$ cat src/rtl/mult_div_pkg.sv
// Shared types and constants for the iterative HI/LO multiply/divide unit.
package mult_div_pkg;

  typedef enum logic [1:0] {
    OP_MULT  = 2'b00,
    OP_MULTU = 2'b01,
    OP_DIV   = 2'b10,
    OP_DIVU  = 2'b11
  } op_e;

  typedef enum logic [1:0] {
    ST_IDLE = 2'b00,
    ST_CALC = 2'b01,
    ST_FIX  = 2'b10
  } state_e;

  localparam int          ITERATIONS  = 32;
  localparam logic [31:0] DIV_ZERO_LO = 32'hFFFF_FFFF;

  function automatic logic op_signed(input op_e o);
    return (o == OP_MULT) || (o == OP_DIV);
  endfunction

endpackage

$ cat src/rtl/mult_div_step.sv
// One iteration of shift-add multiply or restoring divide.
// Divide branch present only with MULT_DIV_DIVIDE_EN.
module mult_div_step #(
  parameter int W = 32
) (
  input  logic           i_is_div,
  input  logic [2*W-1:0] i_acc,
  input  logic [W-1:0]   i_opnd,
  output logic [2*W-1:0] o_acc
);

  logic [W:0]     w_sum;
  logic [2*W-1:0] w_mul;

  // {partial product, remaining multiplier bits}
  assign w_sum = {1'b0, i_acc[2*W-1:W]}
               + {1'b0, (i_acc[0] ? i_opnd : {W{1'b0}})};
  assign w_mul = {w_sum, i_acc[W-1:1]};

`ifdef MULT_DIV_DIVIDE_EN
  logic [W+1:0]   w_diff;
  logic [2*W-1:0] w_div;

  // {remainder, quotient}; shifted remainder is W+1 bits
  assign w_diff = {1'b0, i_acc[2*W-1:W-1]} - {2'b00, i_opnd};
  assign w_div  = w_diff[W+1]
                ? {i_acc[2*W-2:0], 1'b0}
                : {w_diff[W-1:0], i_acc[W-2:0], 1'b1};
  assign o_acc  = i_is_div ? w_div : w_mul;
`else
  assign o_acc  = i_is_div ? i_acc : w_mul;
`endif

endmodule

$ cat src/rtl/mult_div_unit.sv
// Iterative HI/LO multiply/divide unit, 33-cycle latency.
// Divide support enabled by defining MULT_DIV_DIVIDE_EN.
module mult_div_unit
  import mult_div_pkg::*;
#(
  parameter int WIDTH = 32
) (
  input  logic             clk,
  input  logic             reset,
  input  logic             start,
  input  logic [1:0]       op,
  input  logic [WIDTH-1:0] rs_data,
  input  logic [WIDTH-1:0] rt_data,
  input  logic             mthi,
  input  logic             mtlo,
  output logic             busy,
  output logic             done,
  output logic [WIDTH-1:0] hi,
  output logic [WIDTH-1:0] lo
);

  localparam int W  = WIDTH;
  localparam int CW = $clog2(ITERATIONS);

  state_e         r_state;
  state_e         w_state_nxt;
  logic [CW-1:0]  r_cnt;
  logic [2*W-1:0] r_acc;
  logic [W-1:0]   r_opnd;
  logic           r_is_div;
  logic           r_neg_q;
  logic           r_neg_r;
  logic           r_dz;
  logic [W-1:0]   r_hi;
  logic [W-1:0]   r_lo;
  logic           r_done;

  logic           w_launch;
  logic           w_reject;
  logic           w_mt_en;
  logic           w_fix;
  logic           w_signed;
  logic           w_rs_neg;
  logic           w_rt_neg;
  logic [W-1:0]   w_rs_mag;
  logic [W-1:0]   w_rt_mag;
  logic [2*W-1:0] w_step;
  logic [2*W-1:0] w_prod;
  logic [W-1:0]   w_quot;
  logic [W-1:0]   w_rem;
  logic [2*W-1:0] w_res;

  assign w_signed = op_signed(op_e'(op));
  assign w_rs_neg = w_signed & rs_data[W-1];
  assign w_rt_neg = w_signed & rt_data[W-1];
  assign w_rs_mag = w_rs_neg ? -rs_data : rs_data;
  assign w_rt_mag = w_rt_neg ? -rt_data : rt_data;

  mult_div_step #(.W(W)) u_step (
    .i_is_div (r_is_div),
    .i_acc    (r_acc),
    .i_opnd   (r_opnd),
    .o_acc    (w_step)
  );

  always_ff @(posedge clk or posedge reset) begin
    if (reset) r_state <= ST_IDLE;
    else       r_state <= w_state_nxt;
  end

  always_comb begin
    w_state_nxt = r_state;
    unique case (r_state)
      ST_IDLE: if (w_launch) w_state_nxt = ST_CALC;
      ST_CALC: if (r_cnt == CW'(ITERATIONS-1)) w_state_nxt = ST_FIX;
      ST_FIX:  w_state_nxt = ST_IDLE;
      default: w_state_nxt = ST_IDLE;
    endcase
  end

  always_comb begin
    busy     = (r_state != ST_IDLE);
    w_fix    = (r_state == ST_FIX);
    w_launch = 1'b0;
    w_reject = 1'b0;
    w_mt_en  = 1'b0;
    if (r_state == ST_IDLE) begin
      w_mt_en  = ~start;
`ifdef MULT_DIV_DIVIDE_EN
      w_launch = start;
`else
      w_launch = start & ~op[1];
      w_reject = start &  op[1];
`endif
    end
  end

  // Quotient takes the XOR sign, remainder the dividend sign
  always_comb begin
    w_prod = r_neg_q ? -r_acc : r_acc;
    w_quot = r_neg_q ? -r_acc[W-1:0] : r_acc[W-1:0];
    w_rem  = r_neg_r ? -r_acc[2*W-1:W] : r_acc[2*W-1:W];
    if (r_dz) w_quot = W'(DIV_ZERO_LO);
    w_res  = r_is_div ? {w_rem, w_quot} : w_prod;
  end

  always_ff @(posedge clk or posedge reset) begin
    if (reset) begin
      r_cnt    <= '0;
      r_acc    <= '0;
      r_opnd   <= '0;
      r_is_div <= 1'b0;
      r_neg_q  <= 1'b0;
      r_neg_r  <= 1'b0;
      r_dz     <= 1'b0;
      r_hi     <= '0;
      r_lo     <= '0;
      r_done   <= 1'b0;
    end else begin
      r_done <= w_fix | w_reject;
      if (w_launch) begin
        r_cnt    <= '0;
        r_acc    <= {{W{1'b0}}, w_rs_mag};
        r_opnd   <= w_rt_mag;
        r_is_div <= op[1];
        r_neg_q  <= w_rs_neg ^ w_rt_neg;
        r_neg_r  <= w_rs_neg;
        r_dz     <= op[1] & (rt_data == '0);
      end else if (r_state == ST_CALC) begin
        r_acc <= w_step;
        r_cnt <= r_cnt + 1'b1;
      end
      if (w_fix) begin
        r_hi <= w_res[2*W-1:W];
        r_lo <= w_res[W-1:0];
      end else if (w_mt_en) begin
        if (mthi) r_hi <= rs_data;
        if (mtlo) r_lo <= rs_data;
      end
    end
  end

  assign done = r_done;
  assign hi   = r_hi;
  assign lo   = r_lo;

endmodule

$ cat config.mk
export PLATFORM = sky130hd
export DESIGN_NAME = mult_div_unit
export DESIGN_NICKNAME = d
export VERILOG_FILES = /design/src/rtl/mult_div_pkg.sv /design/src/rtl/mult_div_step.sv /design/src/rtl/mult_div_unit.sv
export SDC_FILE = /design/constraint.sdc
export NUM_CORES = 1
export LEC_CHECK = 0
export ABC_AREA = 1
export BUFFER_PORTS_ARGS = -buffer_cell sky130_fd_sc_hd__clkbuf_2
export CORE_MARGIN = 5
export CORE_UTILIZATION = 64
export DETAILED_ROUTE_END_ITERATION = 6
export PLACE_DENSITY = 0.86
export RECOVER_POWER = 50
export SETUP_SLACK_MARGIN = 0.5
export SKIP_CTS_REPAIR_TIMING = 1
export SYNTH_ARGS = -nofsm -noshare
export SYNTH_HDL_FRONTEND = slang
export SYNTH_SLANG_ARGS = --single-unit
$ cat constraint.sdc
create_clock -name clk -period 9.5 [get_ports clk]
set_input_delay 0.95 -clock clk [delete_from_list [all_inputs] [get_ports clk]]
set_output_delay 0.95 -clock clk [all_outputs]
set_load 0.1 [all_outputs]
==> results.toml <==
[outcome]
status = "finished with violations"
violations = "DRC, capacitance limit, slew limit"

[clock_network]
cts_htree_levels = 4
path_clk_slew_ns = 0.08
cts_tree = "done"
cts_buffers = 17
clock_path_buffers = 2
insertion_delay_ns = 0.45
cts-root-buf = "clkbuf_16"
cts.sinks = 172

[yosys]
synth_flop_cell = "dfrtp_1"
synthTopCellsByCount = "nand2_1, nor2_1, inv_1"
synth_area_leader_cell = "dfrtp_1"
yosysSeqAreaShare = 0.317
synth.distinct_cells = 50
postSynthCellCount = 2146
synth_edf_count = 0
syn_area_per_cell_sq_um = 6.32
synth-seq-cells = 172
async_flop_share = 1.00
yosysWarnings = 0
syn_nets = 2256
syn-cell-area_sq_um = 13600
netlist.area_leader.share = 0.317
yosys-top-cells-area = "dfrtp_1, nand2_1, nor2_1"
yosysMostFrequentCell = "nand2_1"

[sta]
period_minus_slack_ns = 5.91
worst_pin_slew_ns = 4.65
rsz0062_at_grt = "false"
slew_headroom = -2.12
hold_violations = 0
setup_viol = 0
post-route-period-util = 0.622
skew_ns = 0.0179
timing.fmax_mhz = 169
fin_tns_setup_ns = 0
slew_viol_final = 230

[worst_hold_path]
holdPathStages = 1
min_from = "r_cnt[3]$_DFFE_PP0P_"
whs_endpoint = "r_cnt[3]$_DFFE_PP0P_"
hp-class = "flop to flop"

[power_and_ir_drop]
pwr-share-seq = 0.263
power_uw = 5500
switchingPower_uw = 3260
ir_drop_v = 0.000316
switching_share = 0.593
p_leak_uw = 0.00718
power_frac_clock = 0.139
combPwrFrac = 0.598
power_density_nw_per_um2 = 370
intPower_uw = 2240

[detailed_routing]
drt_iter0_drc = 1660
firstDrtPassIters = 7
ant_nets = 0
wl_per_cell_um = 18.9
vias = 15360
drcViolationCount = 2
routed_wl_mm = 47.6
drt-vias-per-instance = 6.09

[setup_path]
reg2reg_from = "r_state[0]$_DFFE_PP0P_"
crit_path_frequent_cell = "clkbuf_1"
critPathRequiredTime_ns = 9.80
cp-start-kind = "input port"
worstPathBufferInverterCount = 5
worst_ep_arrival_time_ns = 6.21
crit_fanout = 69
rr_worst_depth = 10
cpPeakStageDelay_ns = 1.76
path_depth = 10
r2r_end = "r_acc[48]$_DFFE_PP0P_"
slowest_stage = "clkbuf_1"
cp_top_family = "buffers and inverters"
crit_chain = "clkbuf_2 > nand2_1 > nor2_4 > clkbuf_1 > inv_1 > clkbuf_1 > nand2_4 > inv_6 > o21ai_1 > o22ai_2"
ff2ff_setup_slack_ns = 3.59
worstSetupPathType = "input port to flop"
crit_path_end_kind = "flop"

[layout]
antenna_cells = 0
fin_area_sq_um = 14900
final_layout_size_suffix_gt1_frac = 0.0676
fin_nets = 2345
area_growth_syn_to_layout_pct = 9.69
fin_util = 0.710

[placed_design]
io_buffers = 136
place_area_sq_um = 14300
hpwl_mm = 36.4
gp_congestion = 1.07

[floorplanning]
coreArea_sq_um = 21000
start_util = 0.648
dieHeight_um = 156
die_area_sq_um = 24200
num_io_pins = 137
num_rows = 53
fp.dieW_um = 156

[global_route]
track_usage = 0.393
grt-ovfl-total = 0
grt_start_max_net_pins = 106
grt_pass1_wl_mm = 75.7
antenna_found_initial = 0
grt_pass1_vias = 14619

[job]
cap_violations = 3
## sequential cells by signal (all words and copies together), names as in the netlist, 2 cells and up
register	cells
r_state	2
r_cnt	5
lo	32
r_acc	64
hi	32
r_opnd	32
## worst max path at each step
stage	startpoint	end	slack, ns
after global placement	start	r_acc[9]$_DFFE_PP0P_	5.96
after CTS	r_state[0]$_DFFE_PP0P_	lo[13]$_DFFE_PP0P_	6.20
final	start	r_acc[48]$_DFFE_PP0P_	3.59
after global routing	r_state[0]$_DFFE_PP0P_	r_acc[31]$_DFFE_PP0P_	3.09
after detailed placement	start	r_acc[9]$_DFFE_PP0P_	5.80
after floorplan	reset	done$_DFF_PP0_	3.89
## kinds of logic after synthesis
logic type | count (synthesis) | synth area share
fa+ha+maj | 39 | 0.0365
xor+xnor | 41 | 0.0265
compound gates | 441 | 0.177
simple gates | 1144 | 0.353
buf+inv | 309 | 0.0899
flops | 172 | 0.317
## cell type report
| class | instances | area (sq um) |
|---|---|---|
| Multi-Input combinational cell | 1665 | 8050 |
| Fill cell | 1921 | 6070 |
| Sequential cell | 172 | 4300 |
| Inverter | 235 | 888 |
| Timing Repair Buffer | 144 | 649 |
| Clock buffer | 17 | 425 |
| Tap cell | 275 | 344 |
| Clock inverter | 15 | 221 |
## placed cells by master, fill, tap and decap left out, types with 7 or more instances in the layout
master	instances
or2_2	7
clkbuf_16	17
clkbuf_2	69
o21ai_0	170
xor2_1	37
nor3_1	19
ha_1	38
o31ai_1	12
o21ai_1	21
dfrtp_1	172
a31oi_1	7
nand2_1	515
o211ai_1	19
nor2_2	9
clkbuf_1	69
nand3_1	170
nand4_1	15
nand3b_1	7
inv_1	230
a21oi_1	169
nor2_4	7
nor2_1	372
o22ai_1	12
## stage by stage
stage	instances	hold slack [ns]	worst slack (ns)
after floorplan	2146	0.434	3.89
after global placement	2491	0.449	5.96
after detailed placement	2491	0.465	5.80
after CTS	2523	0.477	6.20
after global routing	2523	0.509	3.09
final	2523	0.482	3.59
## layer usage
metal,track usage,vias to the layer above,wire (um)
li1,-,7205,-
met1,0.489,7049,18200
met2,0.645,903,22000
met3,0.0596,203,3970
met4,0.241,0,3470
met5,0,-,0
## power by group through the flow
stage / logic (uW) / clock network, uW / registers [uW]
after floorplan: 1680 / 0 / 2270
after global placement: 3200 / 0 / 1430
after detailed placement: 3260 / 0 / 1440
after CTS: 3280 / 765 / 1430
after global routing: 3560 / 797 / 1480
final: 3290 / 767 / 1450
Power figures use the tool's default switching activity.
